==> src/rtl/ascon_round_ctrl.sv <==
`default_nettype none
// ============================================================================
// Module   : ascon_round_ctrl
// Brief    : Round sequencer for the Ascon permutation (p^a / p^b) datapath.
// Revision : 1.0 - initial release
// ============================================================================
module ascon_round_ctrl #(
  parameter int ROUNDS_A = 12,
  parameter int ROUNDS_B = 6
) (
  input  logic       clock_i,
  input  logic       reset_i,
  input  logic       start_i,
  input  logic       mode_i,
  output logic       busy_o,
  output logic       done_o,
  output logic       ena_reg_state_o,
  output logic       sel_init_o,
  output logic [3:0] round_o
);

  // p^N uses the last N round constants, so the index starts at 12 - N.
  localparam logic [3:0] c_first_a = 4'(12 - ROUNDS_A);
  localparam logic [3:0] c_first_b = 4'(12 - ROUNDS_B);
  localparam logic [3:0] c_last    = 4'd11;

  typedef enum logic [1:0] {
    S_IDLE  = 2'd0,
    S_LOAD  = 2'd1,
    S_ROUND = 2'd2,
    S_DONE  = 2'd3
  } state_t;

  state_t     r_state;
  logic       r_mode;
  logic [3:0] r_count;

  // Outputs are registered alongside the state they belong to.
  always_ff @(posedge clock_i or posedge reset_i) begin
    if (reset_i) begin
      r_state         <= S_IDLE;
      r_mode          <= 1'b0;
      r_count         <= 4'd0;
      busy_o          <= 1'b0;
      done_o          <= 1'b0;
      ena_reg_state_o <= 1'b0;
      sel_init_o      <= 1'b0;
      round_o         <= 4'd0;
    end else begin
      case (r_state)
        S_IDLE: begin
          if (start_i) begin
            r_state         <= S_LOAD;
            r_mode          <= mode_i;
            busy_o          <= 1'b1;
            ena_reg_state_o <= 1'b1;
            sel_init_o      <= 1'b1;
          end
        end
        S_LOAD: begin
          r_state    <= S_ROUND;
          r_count    <= r_mode ? c_first_b : c_first_a;
          round_o    <= r_mode ? c_first_b : c_first_a;
          sel_init_o <= 1'b0;
        end
        S_ROUND: begin
          if (r_count == c_last) begin
            r_state         <= S_DONE;
            busy_o          <= 1'b0;
            ena_reg_state_o <= 1'b0;
            done_o          <= 1'b1;
          end else begin
            r_count <= r_count + 4'd1;
            round_o <= r_count + 4'd1;
          end
        end
        S_DONE: begin
          r_state <= S_IDLE;
          r_count <= 4'd0;
          done_o  <= 1'b0;
          round_o <= 4'd0;
        end
        default: begin
          r_state         <= S_IDLE;
          r_count         <= 4'd0;
          busy_o          <= 1'b0;
          done_o          <= 1'b0;
          ena_reg_state_o <= 1'b0;
          sel_init_o      <= 1'b0;
          round_o         <= 4'd0;
        end
      endcase
    end
  end

endmodule
`default_nettype wire

==> config.mk <==
export PLATFORM = sky130hd
export DESIGN_NAME = ascon_round_ctrl
export DESIGN_NICKNAME = d
export VERILOG_FILES = /design/src/rtl/ascon_round_ctrl.sv
export SDC_FILE = /design/constraint.sdc
export NUM_CORES = 1
export LEC_CHECK = 0
export BUFFER_PORTS_ARGS = -buffer_cell sky130_fd_sc_hd__buf_4
export CAP_MARGIN = 20
export CORE_AREA = 2 2 39 41
export CTS_BUF_LIST = sky130_fd_sc_hd__clkbuf_2 sky130_fd_sc_hd__clkbuf_4 sky130_fd_sc_hd__clkbuf_8
export CTS_CLUSTER_DIAMETER = 150
export DETAILED_ROUTE_END_ITERATION = 12
export DIE_AREA = 0 0 41 43
export GPL_TIMING_DRIVEN = 1
export PLACE_DENSITY_LB_ADDON = 0.15
export SLEW_MARGIN = 20
export SYNTH_ARGS = -nofsm -noshare
export SYNTH_HDL_FRONTEND = slang
export SYNTH_SLANG_ARGS = --single-unit
export TNS_END_PERCENT = 100
==> constraint.sdc <==
create_clock -name clock_i -period 4.2 [get_ports clock_i]
set_input_delay 0 -clock clock_i [delete_from_list [all_inputs] [get_ports clock_i]]
set_output_delay 0 -clock clock_i [all_outputs]
set_load 0.01 [all_outputs]
## Word-level counts from Yosys, hierarchy flattened

Index checks and enable logic that the tools add are counted.

| storage, ports and cells | value |
|---|---|
| output and inout bits | 8 |
| flip-flop bits (word level) | 10 |
| word-level logic and storage cells | 37 |
| bits of input ports | 4 |

| operators by class | value |
|---|---|
| muxes and demuxes | 12 |
| add/sub/neg operators | 1 |
| equality and inequality tests | 7 |
| reduce and logical (&&, ||, !) cells | 11 |

Operator list:

| cell | count |
|---|---|
| one-hot mux 4 bit (3 select lines) | 1 |
| AND reduction 2 bit | 5 |
| one-hot mux 2 bit (4 select lines) | 1 |
| != test 2 bit, second input constant | 3 |
| one-hot mux 1 bit (2 select lines) | 3 |
| nonzero test 2 bit | 3 |
| adder 4 x 1 -> 4 bit, second input constant | 1 |
| equality test 2 bit, second input constant | 2 |
| equality test 4 bit, second input constant | 1 |
| 2-to-1 mux 2 bit | 2 |
| 2-to-1 mux 4 bit | 1 |
| 2-to-1 mux 1 bit | 3 |
| 2-to-1 mux 3 bit | 1 |
| AND reduction 3 bit | 1 |
| nonzero test 3 bit | 1 |
| equality test 2 x 1 -> 1 bit, second input constant | 1 |
| logical NOT 2 bit | 1 |

## Depth between registers and ports, before layout

Gate-level depths: netlist of run 1.

| logic depth | value |
|---|---|
| depth in word-level cells | 3 |
| gate-level depth with buffers | 6 |

## Least setup slack after synthesis of run 1

Ideal clock, no wire load.

| path | value |
|---|---|
| path kind | register to register |
| start point | reg r_count[0] |
| end point | reg r_count[1] |
| library setup time | 0.125 ns |
| cell stages (with the launch flop) | 5 |
| slack | 2.713 ns |
| clock period less this slack | 1.487 ns |
| path buffers | 0 |
| arrival | 1.362 ns |
| path through | dfrtp_1 ha_1 and3b_1 a21oi_1 mux2_2 |

| between the ends | value |
|---|---|
| word-level cells in the longest chain between the ends | 3 |

Ends and longest elaborated chain:

| what | RTL line | source |
|---|---|---|
| start: declaration | 36 | `logic [3:0] r_count;` |
| start signal: assignment | 62 | `r_count <= r_mode ? c_first_b : c_first_a;` |
| start signal: assignment | 73 | `r_count <= r_count + 4'd1;` |
| adder 4 x 1 -> 4 bit / equality test 4 bit (equally long branches) | 73, 67 |  |
| 2-to-1 mux 4 bit / != test 2 bit (equally long branches) | - |  |
| one-hot mux 4 bit (3 select lines) / AND reduction 2 bit (equally long branches) | - |  |

Several ways; a longest one is shown, not always the timed one. The select of a mux whose other input is x is not followed.
A chain may end at the register's enable or synchronous reset.

## Final worst setup path of run 1

| path | value |
|---|---|
| start point | reg r_state[0] |
| end point | reg r_count[1] |

| between the ends | value |
|---|---|
| word-level cells in the longest chain between the ends | 3 |

Ends and longest elaborated chain:

| what | RTL line | source |
|---|---|---|
| start: declaration | 34 | `state_t r_state;` |
| start signal: assignment | 41 | `r_state <= S_IDLE;` |
| start signal: assignment | 53 | `r_state <= S_LOAD;` |
| start signal: assignment | 61 | `r_state <= S_ROUND;` |
| equality test 2 bit / equality test 2 x 1 -> 1 bit (equally long branches) | 50 | `case (r_state)` |
| != test 2 bit (no source line) / nonzero test 3 bit (equally long branches) | - |  |
| AND reduction 2 bit (no source line) | - |  |

Several ways; a longest one is shown, not always the timed one.

==> reports/metrics.cfg, run 1 <==
[worst_setup_path]
cp-end-kind=flop
r2r_cells=5
crit_path_top_delay_cell=or3b_2
worst-path-buf-inv=1
path_cells=inv_1, ha_1, or3b_2, nand2_1, mux2_2
slowest_delay_ns=0.51
cp.arrival_ns=1.82
critical_path.top_delay_family=simple AND/OR/NAND/NOR gates
worstSetupPathType=reg2reg
startpoint_type=flop
required_ns=4.42
cp.depth=5
cp_max_fo=14

[yosys]
yosysWarnings=0
synth-seq-cells=10
ys_top_cells_by_area=dfrtp_1, ha_1, mux2_2
synthCells=59
yosysUniqueCellTypes=21
synth_area_um2=573.1
postSynthAreaPerCell_um2=9.713
yosys.area.top_type=dfrtp_1
synth_top_area_frac=0.4367
ys_seq_area_frac=0.4367
syn_nets=69

[layout]
layout-drive-gt1-share=0.2500
multi_input_area_um2=287.8
final-seq-area_um2=250.2
area_delta_synth_final_pct=22.49
final_area_um2=701.9
fill_cells=139
final_cells=88
antenna_cells=0
final_nets=84

[clock_network]
cts.sinks=10
cts_root_buf=clkbuf_4
cts_tree=yes
ctsHtreeMaxLevel=1
cts_buffers=3
clk_pin_slew_ns=0.06
clkLatencyLatePin_ns=0.27
clock_path_buffers=2
cts.repair.resized=0
cts_setup_buffers=0
hold_buffers=2

[floorplanning]
io_pins=12
die_height_um=43
core-area_um2=1384
start_util=0.4141
die_x_um=41
rows=14
dieArea_um2=1763

[placement]
portBuffers=11
placed_area_um2=659.4
dp_hpwl_um=778.3
place_inst=83
place_congestion=0.7650

[timing]
setup_viol_count_final=0
fin_skew_ns=0.003619
timing.final.crit_share=0.3820
rsz0062_at_grt=false
slew_violations=0
tightest_slew_ns=0.4213
hold_viol=0
fin_crit_ns=1.604
hold_slack_ns=0.03701
timing.fmax_mhz=623.3
relSlewSlack=0.7191
finalSetupTns_ns=0

[route]
avgViaCountPerCell=5.170
post_drt_wl_per_cell_um=12.24
initialDrtViolationCount=4
via_count=455
detail-route-antenna-nets=0
drt_first_pass_iters=3
drc=0
finalWirelength_um=1077

[global_routing]
grt_pass1_vias=419
grt_max_degree=15
antenna_found_initial=0
grt.overflow.total=0
grt_pass1_wl_um=1725
track_usage=0.1508

[power_and_ir_drop]
powerDensity_nw_per_um2=655.7
max-vdd-ir-drop_uv=353.2
power_mw=0.4602
power.leakage_nw=0.3360

[run]
drv_cap=0

[hold_path]
hp-class=in2reg
whs_path_depth=3

[outcome]
status=finished clean

-- power breakdown --
part | switching [mW] | total (mW) | internal [mW] | leakage, nW
clock network | 0.0337 | 0.0669 | 0.0332 | 0.0138
registers | 0.0324 | 0.164 | 0.132 | 0.123
logic | 0.114 | 0.229 | 0.115 | 0.200
-- cell families after synthesis --
logic type | after synthesis | synth area share
AO/OA/AOI/OAI | 16 | 0.1594
AND/OR/NAND/NOR | 16 | 0.1529
flip-flops | 10 | 0.4367
buffers and inverters | 8 | 0.06113
adder cells (fa/ha/maj) | 6 | 0.1310
multiplexers | 3 | 0.05895
-- Yosys cell counts --
master,instances
buf_2,1
nand3b_1,1
a21oi_1,6
nor2_1,2
clkbuf_1,1
and3b_1,1
o32a_1,1
dfrtp_1,10
a31oi_1,1
mux2_2,3
nor2b_1,1
or4b_1,1
nand3_1,4
buf_4,1
ha_1,6
inv_1,5
nand2_1,5
or3b_2,1
o22ai_1,2
o21ai_0,5
a21boi_0,1
-- layer usage --
metal / part of all wire / vias up / GRT usage
met1: 0.49 / 205 / 0.2013
li1: - / 234 / -
met5: 0 / - / 0
met2: 0.42 / 10 / 0.2000
met3: 0.051 / 6 / 0.04712
met4: 0.039 / 0 / 0.1000
-- layout by cell type, fill, tap and decap left out --
master	n
nand2_1	5
and3b_1	1
o32a_1	1
buf_4	11
nor2_1	2
or3b_2	1
nand3_1	4
inv_1	5
a31oi_1	1
dfrtp_1	10
or4b_1	1
o22ai_1	2
dlygate4sd3_1	2
nor2b_1	1
ha_1	6
a21oi_1	6
clkbuf_4	3
nand3b_1	1
a21boi_0	1
mux2_2	3
o21ai_0	5
-- cell type report --
type                       count  area share
clock buffer                   3     0.03209
inverter                       5     0.02674
multi-input combinational     41      0.4100
sequential                    10      0.3565
tap                           16     0.02852
timing repair buffer          13      0.1462
-- flip-flops by register name, indices dropped and copies added, names as in the netlist --
signal / flops
r_count: 4
r_state: 2
done_o: 1
ena_reg_state_o: 1
r_mode: 1
sel_init_o: 1
-- metrics by stage --
| step | worst slack, ns | utilization |
|---|---|---|
| CTS | 2.593 | 0.5072 |
| detailed placement | 2.607 | 0.4765 |
| finish | 2.596 | 0.5072 |
| global placement | 2.648 | 0.4765 |
| global route | 2.490 | 0.5072 |
| floorplan | 2.713 | - |
-- worst paths after layout --
kind                                 start               to  slack, ns
worst max-delay path            r_state[0]       r_count[1]       2.60
worst min-delay path               start_i  ena_reg_state_o       0.04
worst max register to register  r_state[0]       r_count[1]       2.60
worst min register to register      r_mode           r_mode       0.51
max in group asynchronous          reset_i       sel_init_o       3.64
min in group asynchronous          reset_i       r_count[1]       0.27
-- tightest hold or removal path: cells and delay by family --
family                 cells  cell delay, ns
AOI/OAI and AO/OA          2            0.17
buffers and inverters      1            0.09
Power figures use the tool's default switching activity.
==> inputs of run 2 (changes only) <==
clock period = 1.4 ns   (was 4.2 ns; I/O delays follow)
==> reports/metrics.cfg, run 2 (same netlist as run 1, synthesis figures left out) <==
[worst_setup_path]
r2r_start=r_count[0]
cp_max_fo=3
r2r_end=r_count[0]
r2r_cells=4
worstSetupPathType=reg2reg
r2r_slack_ns=-0.006
cp-endpoint=r_count[0]
startpoint_type=flop
cp-startpoint=r_count[0]
cp.arrival_ns=1.62
required_ns=1.61
cp-end-kind=flop

[global_routing]
track_usage=0.1972
grt_pass1_wl_um=2270
grt_max_degree=11
antenna_found_initial=0
grt.overflow.total=0
grt_pass1_vias=503

[timing]
setup_viol_count_final=2
fin_crit_ns=1.406
hold_viol=0
slew_violations=0
relSlewSlack=0.7422
timing.final.crit_share=1.004
finalWorstSetupSlack_ns=-0.005945
timing.fmax_mhz=711.3
tightest_slew_ns=0.3863
fin_skew_ns=0.01058
rsz0062_at_grt=true

[clock_network]
cts.sinks=10
clkLatencyLatePin_ns=0.27
cts_tree=yes
cts_root_buf=clkbuf_4
ctsHtreeMaxLevel=1
cts_buffers=3
clk_pin_slew_ns=0.07
clock_path_buffers=2

[power_and_ir_drop]
max-vdd-ir-drop_uv=1248
power_mw=1.907
powerDensity_nw_per_um2=2129
power.leakage_nw=0.4252

[placement]
place_congestion=0.7918
portBuffers=11
place_inst=95
placed_area_um2=769.5
dp_hpwl_um=944

[layout]
layout-drive-gt1-share=0.5169
final_cells=105
final_nets=100
largestRegisters=r_count (4), r_state (2)
final_area_um2=895.9
area_delta_synth_final_pct=56.33
antenna_cells=0
final_cell_mix=buf_4, dfrtp_1, nand2_1, o21ai_0
layout_commonest_cell=buf_4
largest_reg_flops=4
top_register=r_count

[floorplanning]
die_height_um=43
rows=14
io_pins=12
start_util=0.4141
core-area_um2=1384
dieArea_um2=1763
die_x_um=41

[route]
initialDrtViolationCount=4
finalWirelength_um=1338
detail-route-antenna-nets=0
drc=0
via_count=540
post_drt_wl_per_cell_um=12.74
avgViaCountPerCell=5.143
drt_first_pass_iters=4

[run]
drv_cap=0

[outcome]
violations=setup timing
status=finished, violations left

[hold_path]
hp-class=in2reg

[run 2: what timing repair did]
item | 4_1_cts | 5_1_grt
hold endpoints to repair | 11 | 0
buffers inserted | 2 | 2
endpoints found under the setup margin | 4 | 8
pin swaps | 0 | 2
resized for setup | 9 | 4
hold buffers | 2 | 0
[run 2: critical path: stages (launching register included)]
cell	delay [ns]
dfrtp_2	0.43
ha_4	0.17
and3b_1	0.19
or4b_1	0.47
nand3_1	0.08
[run 2: where the power goes]
part | internal, mW | switching, mW | total, mW
combinational | 0.685 | 0.486 | 1.17
sequential | 0.400 | 0.109 | 0.510
clock | 0.129 | 0.0970 | 0.226
[run 2: worst min path at each step]
| stage | endpoint | cells past startpoint | slack, ns | start |
|---|---|---|---|---|
| floorplan | done_o | 1 | -0.16 | reset_i |
| global placement | r_count[1] | 2 | 0.01 | reset_i |
| global route | ena_reg_state_o | 3 | 0.08 | start_i |
| CTS | ena_reg_state_o | 3 | 0.05 | start_i |
| detailed placement | r_mode | 2 | 0.01 | reset_i |
| finish | ena_reg_state_o | 3 | 0.06 | start_i |
[run 2: area by class of cell]
| type | instances | area, um2 |
|---|---|---|
| inverter | 5 | 21.27 |
| fill | 116 | 488.0 |
| multi-input combinational | 41 | 349.1 |
| timing repair buffer | 29 | 222.7 |
| clock buffer | 4 | 30.03 |
| tap | 16 | 20.02 |
| sequential | 10 | 252.7 |
[run 2: metal layers]
metal / share of wire / global-route usage
met5: 0 / 0
met4: 0.025 / 0.1000
met3: 0.047 / 0.09424
met2: 0.52 / 0.2781
met1: 0.40 / 0.2401
[run 2: stage by stage]
stage | util | setup slack [ns] | TNS (ns) | hold slack, ns
CTS | 0.6293 | -0.01130 | -0.01736 | 0.05199
finish | 0.6474 | -0.005945 | -0.01101 | 0.05822
global route | 0.6474 | -0.05620 | -0.1313 | 0.07649
global placement | 0.5561 | -0.03511 | -0.04427 | 0.01242
floorplan | - | 0.0009770 | 0 | -0.1599
detailed placement | 0.5561 | -0.07300 | -0.1303 | 0.01304
==> inputs of run 3 (changes only) <==
ABC_AREA = 1   (was default)
==> reports/metrics.cfg, run 3 <==
[global_routing]
grt.overflow.total=0
grt_max_degree=11
track_usage=0.1657
grt_pass1_vias=452
grt_pass1_wl_um=1883
antenna_found_initial=0

[layout]
top_register=r_count
largestRegisters=r_count (4), r_state (2)
final_area_um2=783.3
layout_commonest_cell=nand2_1
antenna_cells=0
area_delta_synth_final_pct=30.42
largest_reg_flops=4
layout-drive-gt1-share=0.2708
final_nets=107
fin_util=0.5660
final_cell_mix=nand2_1, buf_4, inv_1
fill_cells=126

[yosys]
ys.flop_type=dfrtp_1
yosysUniqueCellTypes=16
synthTopCellsByCount=nand2_1, inv_1, dfrtp_1
synth_top_area_frac=0.4167
ys_top_cells_by_area=dfrtp_1, nand2_1, ha_1
synth-edff-count=0
yosysWarnings=0
synth_area_um2=600.6
synth_most_common_cell=nand2_1
ys_async_sr_fraction=1.000
synthCells=77
syn_nets=87
ys_seq_area_frac=0.4167
synth-seq-cells=10
yosys.area.top_type=dfrtp_1
postSynthAreaPerCell_um2=7.800

[clock_network]
clock_path_buffers=2
cts_root_buf=clkbuf_4
clk_pin_slew_ns=0.07
cts_buffers=3
ctsHtreeMaxLevel=1
clkLatencyLatePin_ns=0.27
cts.sinks=10
cts_tree=yes

[placement]
portBuffers=11
placed_area_um2=706.9
dp_hpwl_um=932.9
place_congestion=0.7300

[floorplanning]
dieArea_um2=1763
rows=14
io_pins=12
core-area_um2=1384
die_height_um=43
start_util=0.4340
die_x_um=41

[outcome]
status=finished clean

[hold_path]
hp-class=in2reg
min_from=start_i

[power_and_ir_drop]
max-vdd-ir-drop_uv=882.6
power_mw=1.510
powerDensity_nw_per_um2=1927
power.leakage_nw=0.4492

[route]
drc=0
finalWirelength_um=1239
initialDrtViolationCount=5
via_count=525
avgViaCountPerCell=4.688
drt_first_pass_iters=2
detail-route-antenna-nets=0
post_drt_wl_per_cell_um=11.06

[worst_setup_path]
cp-end-kind=flop
cp_max_fo=7
required_ns=1.57
startpoint_type=flop
cp-startpoint=r_state[0]
cp.arrival_ns=1.45
r2r_start=r_state[0]
worstSetupPathType=reg2reg

[timing]
timing.final.crit_share=0.9126
fin_skew_ns=0.003586
slew_violations=0
setup_viol_count_final=0
rsz0062_at_grt=true
finalSetupTns_ns=0
tightest_slew_ns=0.4104
relSlewSlack=0.7261
timing.fmax_mhz=782.7
hold_viol=0
fin_crit_ns=1.278

[run]
drv_cap=0

## run 3: changes by cell type after synthesis, sizes merged, moves of 2 or more
cell	delta
o22ai	-2
nor2	+4
inv	+9
mux2	-3
nand4	+2
nand2	+21
a21oi	-5
## run 3: worst max-delay path, stage by stage, from the launching register on
cell     delay (ns)
dfrtp_1        0.39
inv_1          0.14
ha_4           0.19
nand4_2        0.15
nand2_2        0.14
inv_2          0.06
nand2_1        0.06
nand2_1        0.04
## run 3: what timing repair did
action,in CTS,in global routing
hold endpoints to repair,11,0
resized for setup,0,2
endpoints found under the setup margin,0,6
hold buffers,2,0
buffers inserted,0,1
## run 3: per-stage QoR
stage	instances	hold slack, ns	setup slack, ns
2_1_floorplan	77	-0.1598	0.1549
3_3_place_gp	105	0.01224	0.09335
3_5_place_dp	105	0.02286	0.04589
4_1_cts	111	0.005198	0.02219
5_1_grt	112	0.03747	-0.02253
6_report	112	0.01032	0.1223
## run 3: final cells by class
| class | instances | area, um2 | share of cell area |
|---|---|---|---|
| Clock buffer | 4 | 36.28 | 0.04633 |
| Inverter | 14 | 52.55 | 0.06709 |
| Multi-Input combinational cell | 51 | 291.5 | 0.3722 |
| Sequential cell | 10 | 250.2 | 0.3195 |
| Tap cell | 16 | 20.02 | 0.02556 |
| Timing Repair Buffer | 17 | 132.6 | 0.1693 |
## run 3: final timing paths
path / cells past startpoint / end / slack [ns]
setup / recovery: 7 / r_count[1] / 0.12
hold / removal: 4 / r_mode / 0.01
setup reg to reg: 7 / r_count[1] / 0.12
hold reg to reg: 2 / sel_init_o / 0.51
max in group asynchronous: 3 / done_o / 0.84
min in group asynchronous: 3 / r_count[3] / 0.27
## run 3: kinds of logic (layout without fill, tap and decap cells)
logic type      after synthesis  count (layout)  share of synthesized area
simple gates                 38              38                     0.2771
flops                        10              10                     0.4167
fa+ha+maj                     6               6                     0.1250
buf+inv                      16              35                     0.1188
compound gates                7               7                    0.06249
## run 3: routing by layer
metal / track usage / wire length (um) / share of wire / up-vias
li1: - / - / - / 274
met1: 0.1873 / 539 / 0.44 / 237
met2: 0.2594 / 625 / 0.50 / 12
met3: 0.03141 / 53 / 0.043 / 2
met4: 0.1200 / 22 / 0.018 / 0
met5: 0 / 0 / 0 / -
## run 3: power by group
| group | switching [mW] | internal, mW | total (mW) |
|---|---|---|---|
| clock network | 0.114 | 0.158 | 0.272 |
| logic | 0.426 | 0.336 | 0.762 |
| registers | 0.0905 | 0.386 | 0.476 |
| total | 0.630 | 0.880 | 1.51 |
